===== src/rtl/sample_pkg.sv =====
// Shared constants and state encoding for the sample streamer.
// Imported by the interface, the sample RAM and the streamer top.
package sample_pkg;

    localparam int N     = 16;
    localparam int DEPTH = 32;
    localparam int AW    = 5;
    localparam int DIV_W = 8;

    typedef enum logic {
        IDLE = 1'b0,
        RUN  = 1'b1
    } state_t;

endpackage


===== src/rtl/sample_streamer_if.sv =====
// Control, write and sample-stream bundle of the sample streamer.
// master drives writes/control and sees the stream; slave is the streamer.
interface sample_streamer_if;
    import sample_pkg::*;

    logic             wr_en;
    logic [AW-1:0]    wr_addr;
    logic [N-1:0]     wr_data;
    logic             start;
    logic             stop;
    logic             loop_en;
    logic [AW-1:0]    last_addr;
    logic [DIV_W-1:0] rate_div;
    logic [N-1:0]     sample_out;
    logic             sample_valid;
    logic             busy;
    logic             done;

    modport master (
        output wr_en, wr_addr, wr_data,
        output start, stop, loop_en, last_addr, rate_div,
        input  sample_out, sample_valid, busy, done
    );

    modport slave (
        input  wr_en, wr_addr, wr_data,
        input  start, stop, loop_en, last_addr, rate_div,
        output sample_out, sample_valid, busy, done
    );

endinterface


===== src/rtl/sample_ram.sv =====
// DEPTH x N simple dual-port sample memory, registered read-before-write.
// Ports: clk, reset (clears read register only), wr_*, rd_en, rd_addr, rd_data.
module sample_ram
    import sample_pkg::*;
(
    input  logic          clk,
    input  logic          reset,
    input  logic          wr_en,
    input  logic [AW-1:0] wr_addr,
    input  logic [N-1:0]  wr_data,
    input  logic          rd_en,
    input  logic [AW-1:0] rd_addr,
    output logic [N-1:0]  rd_data
);

    logic [N-1:0] mem [DEPTH];

    // Memory contents survive reset.
    always_ff @(posedge clk) begin
        if (wr_en) begin
            mem[wr_addr] <= wr_data;
        end
    end

    // Read register holds its value between reads; same-address
    // write on the read edge returns the old word.
    always_ff @(posedge clk) begin
        if (reset) begin
            rd_data <= '0;
        end else if (rd_en) begin
            rd_data <= mem[rd_addr];
        end
    end

endmodule


===== src/rtl/sample_streamer.sv =====
// Programmable-rate sample player feeding the FIR data_in.
// Ports: clk, reset (sync, active-high), bus (sample_streamer_if.slave).
module sample_streamer
    import sample_pkg::*;
(
    input  logic              clk,
    input  logic              reset,
    sample_streamer_if.slave  bus
);

    state_t           state;
    state_t           next_state;
    logic [AW-1:0]    rd_addr;
    logic [DIV_W-1:0] div_cnt;
    logic [DIV_W-1:0] rate_q;
    logic [AW-1:0]    last_q;
    logic             loop_q;
    logic             valid_q;
    logic             done_q;
    logic             tick;
    logic             launch;
    logic             last_hit;

    always_ff @(posedge clk) begin
        if (reset) begin
            state <= IDLE;
        end else begin
            state <= next_state;
        end
    end

    // stop wins over a tick due on the same edge.
    always_comb begin
        next_state = state;
        tick       = 1'b0;
        launch     = 1'b0;
        last_hit   = (rd_addr == last_q);
        case (state)
            IDLE: begin
                if (bus.start && !bus.stop) begin
                    launch     = 1'b1;
                    next_state = RUN;
                end
            end
            RUN: begin
                if (bus.stop) begin
                    next_state = IDLE;
                end else if (div_cnt == rate_q) begin
                    tick = 1'b1;
                    if (last_hit && !loop_q) begin
                        next_state = IDLE;
                    end
                end
            end
        endcase
    end

    always_ff @(posedge clk) begin
        if (reset) begin
            rd_addr <= '0;
            div_cnt <= '0;
            rate_q  <= '0;
            last_q  <= '0;
            loop_q  <= 1'b0;
            valid_q <= 1'b0;
            done_q  <= 1'b0;
        end else begin
            valid_q <= tick;
            done_q  <= tick && last_hit && !loop_q;
            if (launch) begin
                rate_q  <= bus.rate_div;
                last_q  <= bus.last_addr;
                loop_q  <= bus.loop_en;
                rd_addr <= '0;
                div_cnt <= '0;
            end else if (state == RUN && !bus.stop) begin
                if (tick) begin
                    div_cnt <= '0;
                    rd_addr <= last_hit ? '0 : rd_addr + AW'(1);
                end else begin
                    div_cnt <= div_cnt + DIV_W'(1);
                end
            end
        end
    end

    // The RAM read register is sample_out itself, loaded only on a tick.
    sample_ram u_ram (
        .clk     (clk),
        .reset   (reset),
        .wr_en   (bus.wr_en),
        .wr_addr (bus.wr_addr),
        .wr_data (bus.wr_data),
        .rd_en   (tick),
        .rd_addr (rd_addr),
        .rd_data (bus.sample_out)
    );

    assign bus.sample_valid = valid_q;
    assign bus.done         = done_q;
    assign bus.busy         = (state == RUN);

endmodule


===== src/flat_wrapper.sv =====
// flat-port wrapper written by rule: the top's interface ports become plain ports
module sample_streamer_flat import sample_pkg::*;
  (clk, reset, bus_wr_en, bus_wr_addr, bus_wr_data, bus_start, bus_stop, bus_loop_en, bus_last_addr, bus_rate_div, bus_sample_out, bus_sample_valid, bus_busy, bus_done);
  sample_streamer_if bus_i ();
  input  logic clk;
  input  logic reset;
  input wire logic [$bits(bus_i.wr_en)-1:0] bus_wr_en;
  input wire logic [$bits(bus_i.wr_addr)-1:0] bus_wr_addr;
  input wire logic [$bits(bus_i.wr_data)-1:0] bus_wr_data;
  input wire logic [$bits(bus_i.start)-1:0] bus_start;
  input wire logic [$bits(bus_i.stop)-1:0] bus_stop;
  input wire logic [$bits(bus_i.loop_en)-1:0] bus_loop_en;
  input wire logic [$bits(bus_i.last_addr)-1:0] bus_last_addr;
  input wire logic [$bits(bus_i.rate_div)-1:0] bus_rate_div;
  output wire logic [$bits(bus_i.sample_out)-1:0] bus_sample_out;
  output wire logic [$bits(bus_i.sample_valid)-1:0] bus_sample_valid;
  output wire logic [$bits(bus_i.busy)-1:0] bus_busy;
  output wire logic [$bits(bus_i.done)-1:0] bus_done;
  assign bus_i.wr_en = bus_wr_en;
  assign bus_i.wr_addr = bus_wr_addr;
  assign bus_i.wr_data = bus_wr_data;
  assign bus_i.start = bus_start;
  assign bus_i.stop = bus_stop;
  assign bus_i.loop_en = bus_loop_en;
  assign bus_i.last_addr = bus_last_addr;
  assign bus_i.rate_div = bus_rate_div;
  assign bus_sample_out = bus_i.sample_out;
  assign bus_sample_valid = bus_i.sample_valid;
  assign bus_busy = bus_i.busy;
  assign bus_done = bus_i.done;
  sample_streamer u_core (.clk(clk), .reset(reset), .bus(bus_i));
endmodule

===== config.mk =====
export PLATFORM = sky130hd
export DESIGN_NAME = sample_streamer_flat
export DESIGN_NICKNAME = d
export VERILOG_FILES = /design/src/rtl/sample_pkg.sv /design/src/rtl/sample_streamer_if.sv /design/src/rtl/sample_ram.sv /design/src/rtl/sample_streamer.sv /design/src/flat_wrapper.sv
export SDC_FILE = /design/constraint.sdc
export NUM_CORES = 1
export LEC_CHECK = 0
export ABC_AREA = 0
export CORE_MARGIN = 4
export CORE_UTILIZATION = 55
export CTS_CLUSTER_DIAMETER = 60
export DETAILED_ROUTE_END_ITERATION = 8
export PLACE_DENSITY = 0.71
export SLEW_MARGIN = 20
export SYNTH_ARGS = -nofsm -noshare
export SYNTH_HDL_FRONTEND = slang
export SYNTH_HIERARCHICAL = 1
export SYNTH_SLANG_ARGS = --single-unit

===== constraint.sdc =====
create_clock -name clk -period 2.64 [get_ports clk]
set_clock_uncertainty 0.1 [all_clocks]
set_input_delay 0.264 -clock clk [delete_from_list [all_inputs] [get_ports clk]]
set_output_delay 0.264 -clock clk [all_outputs]
set_load 0.05 [all_outputs]

; After elaboration in Yosys (flattened, before gate mapping)
; Memory sizes are Yosys's and may differ from the RTL's. A register that Yosys moved wholly into a read port is not among the register bits.
; Cells that the tools add are included.
[totals]
in_bits = 40
n_memories = 1
regBits = 30
mem_bits_rw = 512
[op_classes]
reduce_logical = 9
mux = 13
add_sub_neg = 2
eq_ne = 2
n_bitwise = 1
[mem_list]
columns = memory, words, width, rd, rd_clocked_by_memory_dff, write_ports, line_no
row1 = u_core.u_ram.mem, 32, 16, 1, 1, 1, sample_ram.sv:16  ; logic [N-1:0] mem [DEPTH];
[op_table]
columns = operator, count
row1 = 2-to-1 mux 1 bit, 10
row2 = adder 8 x 1 -> 8 bit (second input constant), 1
row3 = equality test 8 bit, 1
row4 = 2-to-1 mux 8 bit, 1
row5 = adder 5 x 1 -> 5 bit (second input constant), 1
row6 = equality test 5 bit, 1
row7 = logical AND 1 bit, 5
row8 = 2-to-1 mux 5 bit, 1
row9 = zero test 1 bit, 2
row10 = one-hot mux 1 bit (2 select lines), 1
row11 = AND reduction 2 bit, 1
row12 = OR reduction 2 bit, 1
row13 = NOT 1 bit, 1

; Longest topological paths before layout
; Gate-level depths: netlist (run 1).
[logic_depth]
word_depth = 6
depth_mapped = 8

; Hierarchy
; Netlist (run 1), hierarchy kept.
[modules_own_cells]
columns = mod, area_per_inst_um2, cells_per_inst, instances
row1 = sample_ram, 20538.4, 1146, 1
row2 = sample_streamer, 1345.0, 155, 1

; Least setup slack after synthesis (run 1)
; Ideal clock, no wire load.
[synth_path]
kind = input to register
from = input port bus_wr_addr[1]
to = memory u_core.u_ram.mem[12][0] (enable)
slack_ns = 0.536
setup_ns = 0.388
path_buffers = 1
cell_stages = 3
t_arrival_ns = 1.616
cell_sequence = or3b_2 -> clkbuf_1 -> nor2_1
[synth_lines]
columns = element, line_no
row1 = "start, declared", flat_wrapper.sv:8  ; input wire logic [$bits(bus_i.wr_addr)-1:0] bus_wr_addr;
row2 = "end, declared", sample_ram.sv:16
; No word-level cell before the write port.

==> results of run 1 <==
critical path: cells and delay by family (launching register included):
kind                   cells  cell delay [ps]
AOI/OAI and AO/OA          3              680
buffers and inverters      2              470
DFF                        1              470
muxes                      1              100
and+or+nand+nor            1              470
through the flow:
stage / std cells / setup WS [ps] / util / cell area, um^2
after floorplan: 1301 / 536.0 / - / 21880
after global placement: 1900 / 287.4 / 0.6113 / 23850
after detailed placement: 1900 / 302.7 / 0.6113 / 23850
after CTS: 2000 / 211.0 / 0.6543 / 25520
after global routing: 2001 / 87.37 / 0.6544 / 25530
final: 2001 / 212.8 / 0.6544 / 25530
report_power, final:
group	internal [mW]	switching [mW]	leakage (nW)
clock network	4.20	3.12	0.823
registers	9.76	0.0458	4.99
logic	0.225	0.407	1.99
total	14.2	3.57	7.80
metal layers:
layer  wire length (um)  vias up
met2              24760      487
li1                   -     5427
met1              20860     6024
met3               4257       79
met4               1286        0
met5                  0        -
cell type report:
type                    instances  area share
diodes                          1  0.00009803
inverters                       1   0.0001470
clock buffers                  83     0.06039
multi-input cells             669      0.2030
well taps                     518     0.02539
repair buffers                154     0.06715
flip-flops and latches        558      0.6385
clock inverters                17    0.005343
state kept, by name, summed over array words and instances (netlist names):
register                 flops
u_core/bus.done              1
u_core/bus.busy              1
u_core/u_ram/rd_data        16
u_core/u_ram/mem           512
u_core/rate_q                8
u_core/last_q                5
u_core/bus.sample_valid      1
u_core/rd_addr               5
u_core/loop_q                1
u_core/div_cnt               8
path summary, 6_finish.rpt:
kind	cells after the start	to
max	7	u_core/u_ram/rd_data[3]$_SDFFE_PP0P_
min	3	u_core/rate_q[4]$_SDFFE_PP0P_
max reg2reg	7	u_core/u_ram/rd_data[3]$_SDFFE_PP0P_
min reg2reg	1	u_core/bus.done$_SDFF_PP0_
kinds of logic (layout without fill, tap and decap cells):
logic type	after synthesis	in the layout
buffers and inverters	74	255
other	0	1
muxes	257	257
AOI/OAI and AO/OA	236	236
and+or+nand+nor	155	155
adders and majority gates	2	2
DFF	558	558
xor gates and xnor gates	19	19
placed cells by master (no fill, tap or decap), types with 3 or more instances in the layout:
| master | count |
|---|---|
| clkdlybuf4s50_1 | 58 |
| edfxtp_1 | 512 |
| dfxtp_1 | 45 |
| o21ai_1 | 3 |
| nand2_1 | 35 |
| nor2_1 | 59 |
| or3b_2 | 3 |
| or4_1 | 17 |
| buf_4 | 63 |
| clkbuf_16 | 55 |
| nand2b_1 | 5 |
| xor2_1 | 18 |
| a211oi_1 | 11 |
| a21oi_1 | 82 |
| buf_12 | 33 |
| clkinv_1 | 6 |
| nand3b_1 | 5 |
| mux2i_1 | 257 |
| a211oi_2 | 5 |
| clkinv_2 | 8 |
| nand3_1 | 8 |
| clkbuf_8 | 6 |
| a22oi_1 | 129 |
| clkbuf_1 | 22 |
==> key figures, run 1 <==
Clock network
  • CTS clock-pin slew for the worst setup and hold paths: 60 ps
  • Clock latency at the later pin of the worst-skew pair: 590 ps
  • Number of H-tree levels: 2
  • CTS max path bufs: 3
  • TritonCTS clock tree: yes
  • Clock Sinks: 558
  • Clock Tree Root: clkbuf_16
  • Buffers inserted by post-CTS timing repair: 0
  • Inserted Clock Buffers: 54
  • Number of hold buffers added after CTS: 0
  • Gates resized, CTS repair: 0

Global route
  • Met2 track utilization from global routing: 0.3797
  • Aggregate global-route resource usage: 0.2334
  • First-pass GRT wire length: 75.82 mm
  • Met1 Usage GRT: 0.3325
  • Most Used Layer, Global Route: met2
  • Maximum number of pins on one net before global-route repair: 49
  • Total congestion overflow after global routing: 0
  • Number of antenna violations at the first check in global routing: 4
  • Met3 Track Usage GR: 0.03476
  • Number of global-route vias before repair: 11,990

Drt
  • Final WL: 51.17 mm
  • Routed Antenna Nets: 0
  • Via-per-instance ratio: 6.005
  • Wirelength per Cell: 25.57 um
  • DR vias: 12,020
  • First-pass iteration count of the detailed router: 7
  • Count of unresolved DRC violations after routing: 0
  • Drt initial violations: 1,247

Synthesis
  • Synth cell types: 43
  • Portion of the post-synthesis area used by sequential elements: 0.7447
  • Gate Count Post-Synth: 1,301
  • Dominant combinational cell family by area after synthesis: multiplexers
  • Number of enable flip-flop cells after synthesis: 512
  • Post-Synthesis Mean Instance Area: 16.82 um^2
  • Count of warnings emitted by yosys: 6
  • Simple logic cell fraction of the synthesized area: 0.03648
  • Area share of the largest cell type after synthesis: 0.7026
  • Synth Flop Type: edfxtp_1
  • Post-synthesis instance area: 0.02188 mm^2
  • Cells taking the most area after synthesis: edfxtp_1 70%, mux2i_1 12%, a22oi_1 4.4%
  • Dominant cell by count in the synthesized netlist: edfxtp_1
  • Share of the synthesized area in compound gates (AO/OA/AOI/OAI): 0.07244
  • Syn Nets: 1,343
  • Most instantiated cells after synthesis: 512 x edfxtp_1, 257 x mux2i_1, 129 x a22oi_1
  • Cell accounting for the most synthesized area: edfxtp_1
  • Register bit count reported by yosys: 558
  • Async SR Flop Fraction: 0
  • Adder-cell share of the synthesized area: 0.001144
  • Fraction of synthesized area in multiplexers: 0.1176
  • Post-Synth XOR/XNOR Area: 0.007604

Power and ir drop
  • Leakage: 7.799 nW
  • Tot Pwr: 17.76 mW
  • Pwr Density: 695.8 mW/mm^2
  • Maximum VDD drop: 0.0006201 V

Layout
  • Layout fillers: 2,658
  • Share of post-route cells with drive strength above 1: 0.1275
  • Multi-input gate area in the final layout: 0.005181 mm^2
  • Area occupied by registers: 0.01630 mm^2
  • Final-stage net count: 1,480
  • Layout area overhead: 16.65%

Die
  • Initial core utilization: 0.5610
  • Die Width: 207.5 um
  • Overall die height: 207.5 um
  • Num rows: 72
  • Placeable core region: 0.03901 mm^2
  • Die Footprint: 0.04304 mm^2
  • Top-level port count: 59

Timing
  • Setup repair after global routing missed its margin: false
  • Final number of setup-violating endpoints: 0
  • Worst slew pin tran: 583.7 ps
  • Number of max-slew violations in the final report: 0
  • Highest Clock Rate: 0.4120 GHz
  • Total negative slack: 0 ps
  • Share of the clock period used by the worst path after layout: 0.9194
  • Hold violation count in the final report: 0
  • Fin crit period: 2427 ps
  • Worst Hold Margin: 123.6 ps
  • Relative slew slack: 0.6109

Worst setup path
  • Slowest stage delay, CP: 470 ps
  • Worst path slowest cell: dfxtp_4
  • Reg-to-reg critical path startpoint: u_core/rd_addr[0]$_SDFFE_PP0P_
  • CP endpoint kind: flip-flop
  • Launching instance or port of the critical path: u_core/rd_addr[0]$_SDFFE_PP0P_
  • Setup CP Type: flip-flop to flip-flop
  • Critical Path Fanout Max: 26
  • Endpoint arrival time on the critical path: 2830 ps
  • CP Launch Type: flip-flop
  • Required time worst endpoint: 3040 ps
  • Cell repeated most along the worst path: buf_12
  • Flop-to-flop setup slack: 210 ps
  • Cells traversed along the worst timing path: buf_12 > buf_12 > mux2i_1 > a22oi_1 > a21oi_1 > or4_1 > a211oi_1

Placement
  • Count of input and output buffers: 58
  • Detailed Place HPWL: 30.40 mm
  • Placer congestion estimate: 0.8066

Run status
  • Run status: completed

Job
  • Maximum Capacitance Violations: 0

Hold path
  • Hold/Removal Path Class: input port to flip-flop
  • Startpoint of the most critical hold path: bus_rate_div[4]
Note: power is estimated with default switching activity, not from simulation.
==> run 2: changes to the inputs <==
--- a/config.mk
+++ b/config.mk
@@ -6,6 +6,7 @@
 export NUM_CORES = 1
 export LEC_CHECK = 0
 export ABC_AREA = 0
+export CAP_MARGIN = 20
 export CORE_MARGIN = 4
 export CORE_UTILIZATION = 55
 export CTS_CLUSTER_DIAMETER = 60
==> results of run 2 <==
No change in the layout: final DEF, timing and power equal those of run 1.
==> patch, RTL diff (settings of run 2) <==
Make the reset (`reset`) asynchronous in 3 clocked blocks.
--- a/src/rtl/sample_ram.sv
+++ b/src/rtl/sample_ram.sv
@@ -24,7 +24,7 @@
 
     // Read register holds its value between reads; same-address
     // write on the read edge returns the old word.
-    always_ff @(posedge clk) begin
+    always_ff @(posedge clk or posedge reset) begin
         if (reset) begin
             rd_data <= '0;
         end else if (rd_en) begin
--- a/src/rtl/sample_streamer.sv
+++ b/src/rtl/sample_streamer.sv
@@ -21,7 +21,7 @@
     logic             launch;
     logic             last_hit;
 
-    always_ff @(posedge clk) begin
+    always_ff @(posedge clk or posedge reset) begin
         if (reset) begin
             state <= IDLE;
         end else begin
@@ -55,7 +55,7 @@
         endcase
     end
 
-    always_ff @(posedge clk) begin
+    always_ff @(posedge clk or posedge reset) begin
         if (reset) begin
             rd_addr <= '0;
             div_cnt <= '0;
Formal check against the unedited RTL: differs if reset is asserted again (counterexample within 4 cycles, from zero or initial values and one cycle with reset high); with reset held inactive, the same outputs for 4 cycles.
==> patch against run 2 <==
  * Cell area increased by 0.46%
  * First-iteration DRC count decreased by 5.1%
  * Setup slack improved by 74 ps
  * Synthesized cell count decreased by 1.3%
  * Critical path depth increased by 1
  * Sequential cell count unchanged
  * Via count decreased by 0.72%
  * Routed wire length decreased by 5.6%
  * Area after synthesis increased by 0.91%
  * Worst hold slack got worse by 25 ps
  * Non-clock buffer count decreased by 4
  * Critical path type unchanged
  * Highest routed layer unchanged
Power is not compared: it rests on default switching activity, and its combinational part moved more than twofold at a synthesized area within 25%.
==> patch: results (changes against run 2) <==
| Metric | Value |
|---|---|
| Register area share after synthesis | 74.8% (+0.37 points) |
| Syn_nets | 1326 (-1.3%) |
| Place WS | 304 ps (+1.41 ps) |
| Worst R2R Setup Slack | 290 ps (+70 ps) |
| Ant diodes | 0 (-1) |
| # fillers | 2758 (+3.8%) |
| Status | finished clean |
| Routed WL | 48.3 mm (-5.6%) |
| Asr flop ratio synth | 8.24% (+8.2 points) |
| Reg-to-reg startpoint | u_core/rd_addr[0] |
| Cells on worst reg2reg path | 8 (+1) |
| Antenna violations before repair | 0 (-4) |
| Crit path to | u_core/u_ram/rd_data[13] |
| 1st-pass router iterations | 5 (-2) |
| Layout cell share with drive strength beyond 1 | 14.0% (+1.3 points) |
| Worst path slowest cell | dfrtp_4 |
| Largest buffer count on any clock path | 3 (unchanged) |
| Final min period | 2350 ps (-74.1 ps) |
| Total Routing Usage GR | 22.1% (-1.3 points) |
| Worst Path Max Fanout | 20 (-23%) |
| Synth Area in Adders | 0.113% (-0.0010 points) |
| DR vias/cell | 5.99 (-0.27%) |
| Num CTS Buffers | 55 (+1.9%) |
| Synth Area in Compound Gates | 6.24% (-1.0 points) |
| Crit path from | u_core/rd_addr[0] |
| HPWL Detailed | 29.7 mm (-2.3%) |
| First DRT Iteration DRCs | 1184 (-5.1%) |
| Worst-Margin Slew | 970 ps (+386 ps) |
| Synth Area in XOR/XNOR | 0.793% (+0.033 points) |
| Largest net degree at the start of global routing | 45 (-8.2%) |
| Mux contribution to synthesized area | 12.4% (+0.66 points) |
| Top cells by count, synth | edfxtp_1 (512), mux2i_1 (256), a22oi_1 (128) |
| Placed inst area | 23800 µm² (about the same) |
| HP Class | in2reg |
| Synth top area cells | edfxtp_1 (70%), mux2i_1 (12%), dfrtp_1 (5.2%), a22oi_1 (4.4%), a21oi_1 (1.5%) |
| Net count, final | 1464 (-1.1%) |
patch: changes by cell type after synthesis, sizes merged, moves of 16 or more:
cell,run 2,this run
dfrtp,0,46
dfxtp,46,0
nand2,35,55
nor2,62,43
or4,17,0
a211oi,16,0
a21oi,82,66
mux2,0,16
patch: layer usage:
| metal | vias to the layer above | GRT usage [%] | share of wire, % |
|---|---|---|---|
| li1 | 5338 | - | - |
| met1 | 6091 | 31.8 | 43 |
| met2 | 423 | 35.0 | 48 |
| met3 | 79 | 3.15 | 6.0 |
| met4 | 0 | 7.86 | 3.0 |
| met5 | - | 0 | 0 |
patch: cell type report:
type                            instances  area share (%)
Timing Repair Buffer                  150            6.09
Tap cell                              525            2.56
Inverter                                7           0.102
Sequential cell                       558            64.5
Clock buffer                           72            6.02
Multi-Input combinational cell        650            19.8
Clock inverter                         30           0.951
patch: logic make-up after synthesis:
kind of cell,after synthesis
adders and majority gates,2
DFF,558
muxes,272
AOI/OAI and AO/OA,206
buffers and inverters,76
and+or+nand+nor,150
xor gates and xnor gates,20
patch: worst min-delay path by stage:
stage	end	cells after the start	from	slack (ps)
final	u_core/rate_q[0]	3	bus_rate_div[0]	100
after global routing	u_core/rate_q[0]	3	bus_rate_div[0]	100
after CTS	u_core/rate_q[0]	3	bus_rate_div[0]	70
after detailed placement	u_core/bus.done	1	u_core/loop_q	370
after global placement	u_core/bus.done	1	u_core/loop_q	380
after floorplan	u_core/u_ram/rd_data[0]	1	reset	80
patch: where the power goes:
group	switching, mW	leakage [nW]	internal [mW]
clock	3.21	0.886	4.41
sequential	0.296	5.21	9.98
combinational	2.10	2.11	1.71
patch: tightest hold or removal path: cells and delay by family:
family	cells	cell delay, ps
simple gates	2	90
buf+inv	1	390
patch: what timing repair did:
action                                  4_1_cts  5_1_grt
hold endpoints to repair                     11        0
endpoints found under the setup margin        0        0
hold buffers                                  1        0
buffers inserted                              0        0
patch: metrics by stage:
step | util [%] | hold slack, ps | instances | power [mW]
5_1_grt | 64.5 | 97.9 | 1992 | 22.5
3_3_place_gp | 60.0 | 382 | 1889 | 14.2
2_1_floorplan | - | 77.7 | 1284 | 13.2
4_1_cts | 64.5 | 69.5 | 1992 | 21.9
6_report | 64.5 | 98.8 | 1992 | 21.7
3_5_place_dp | 60.0 | 371 | 1889 | 14.3
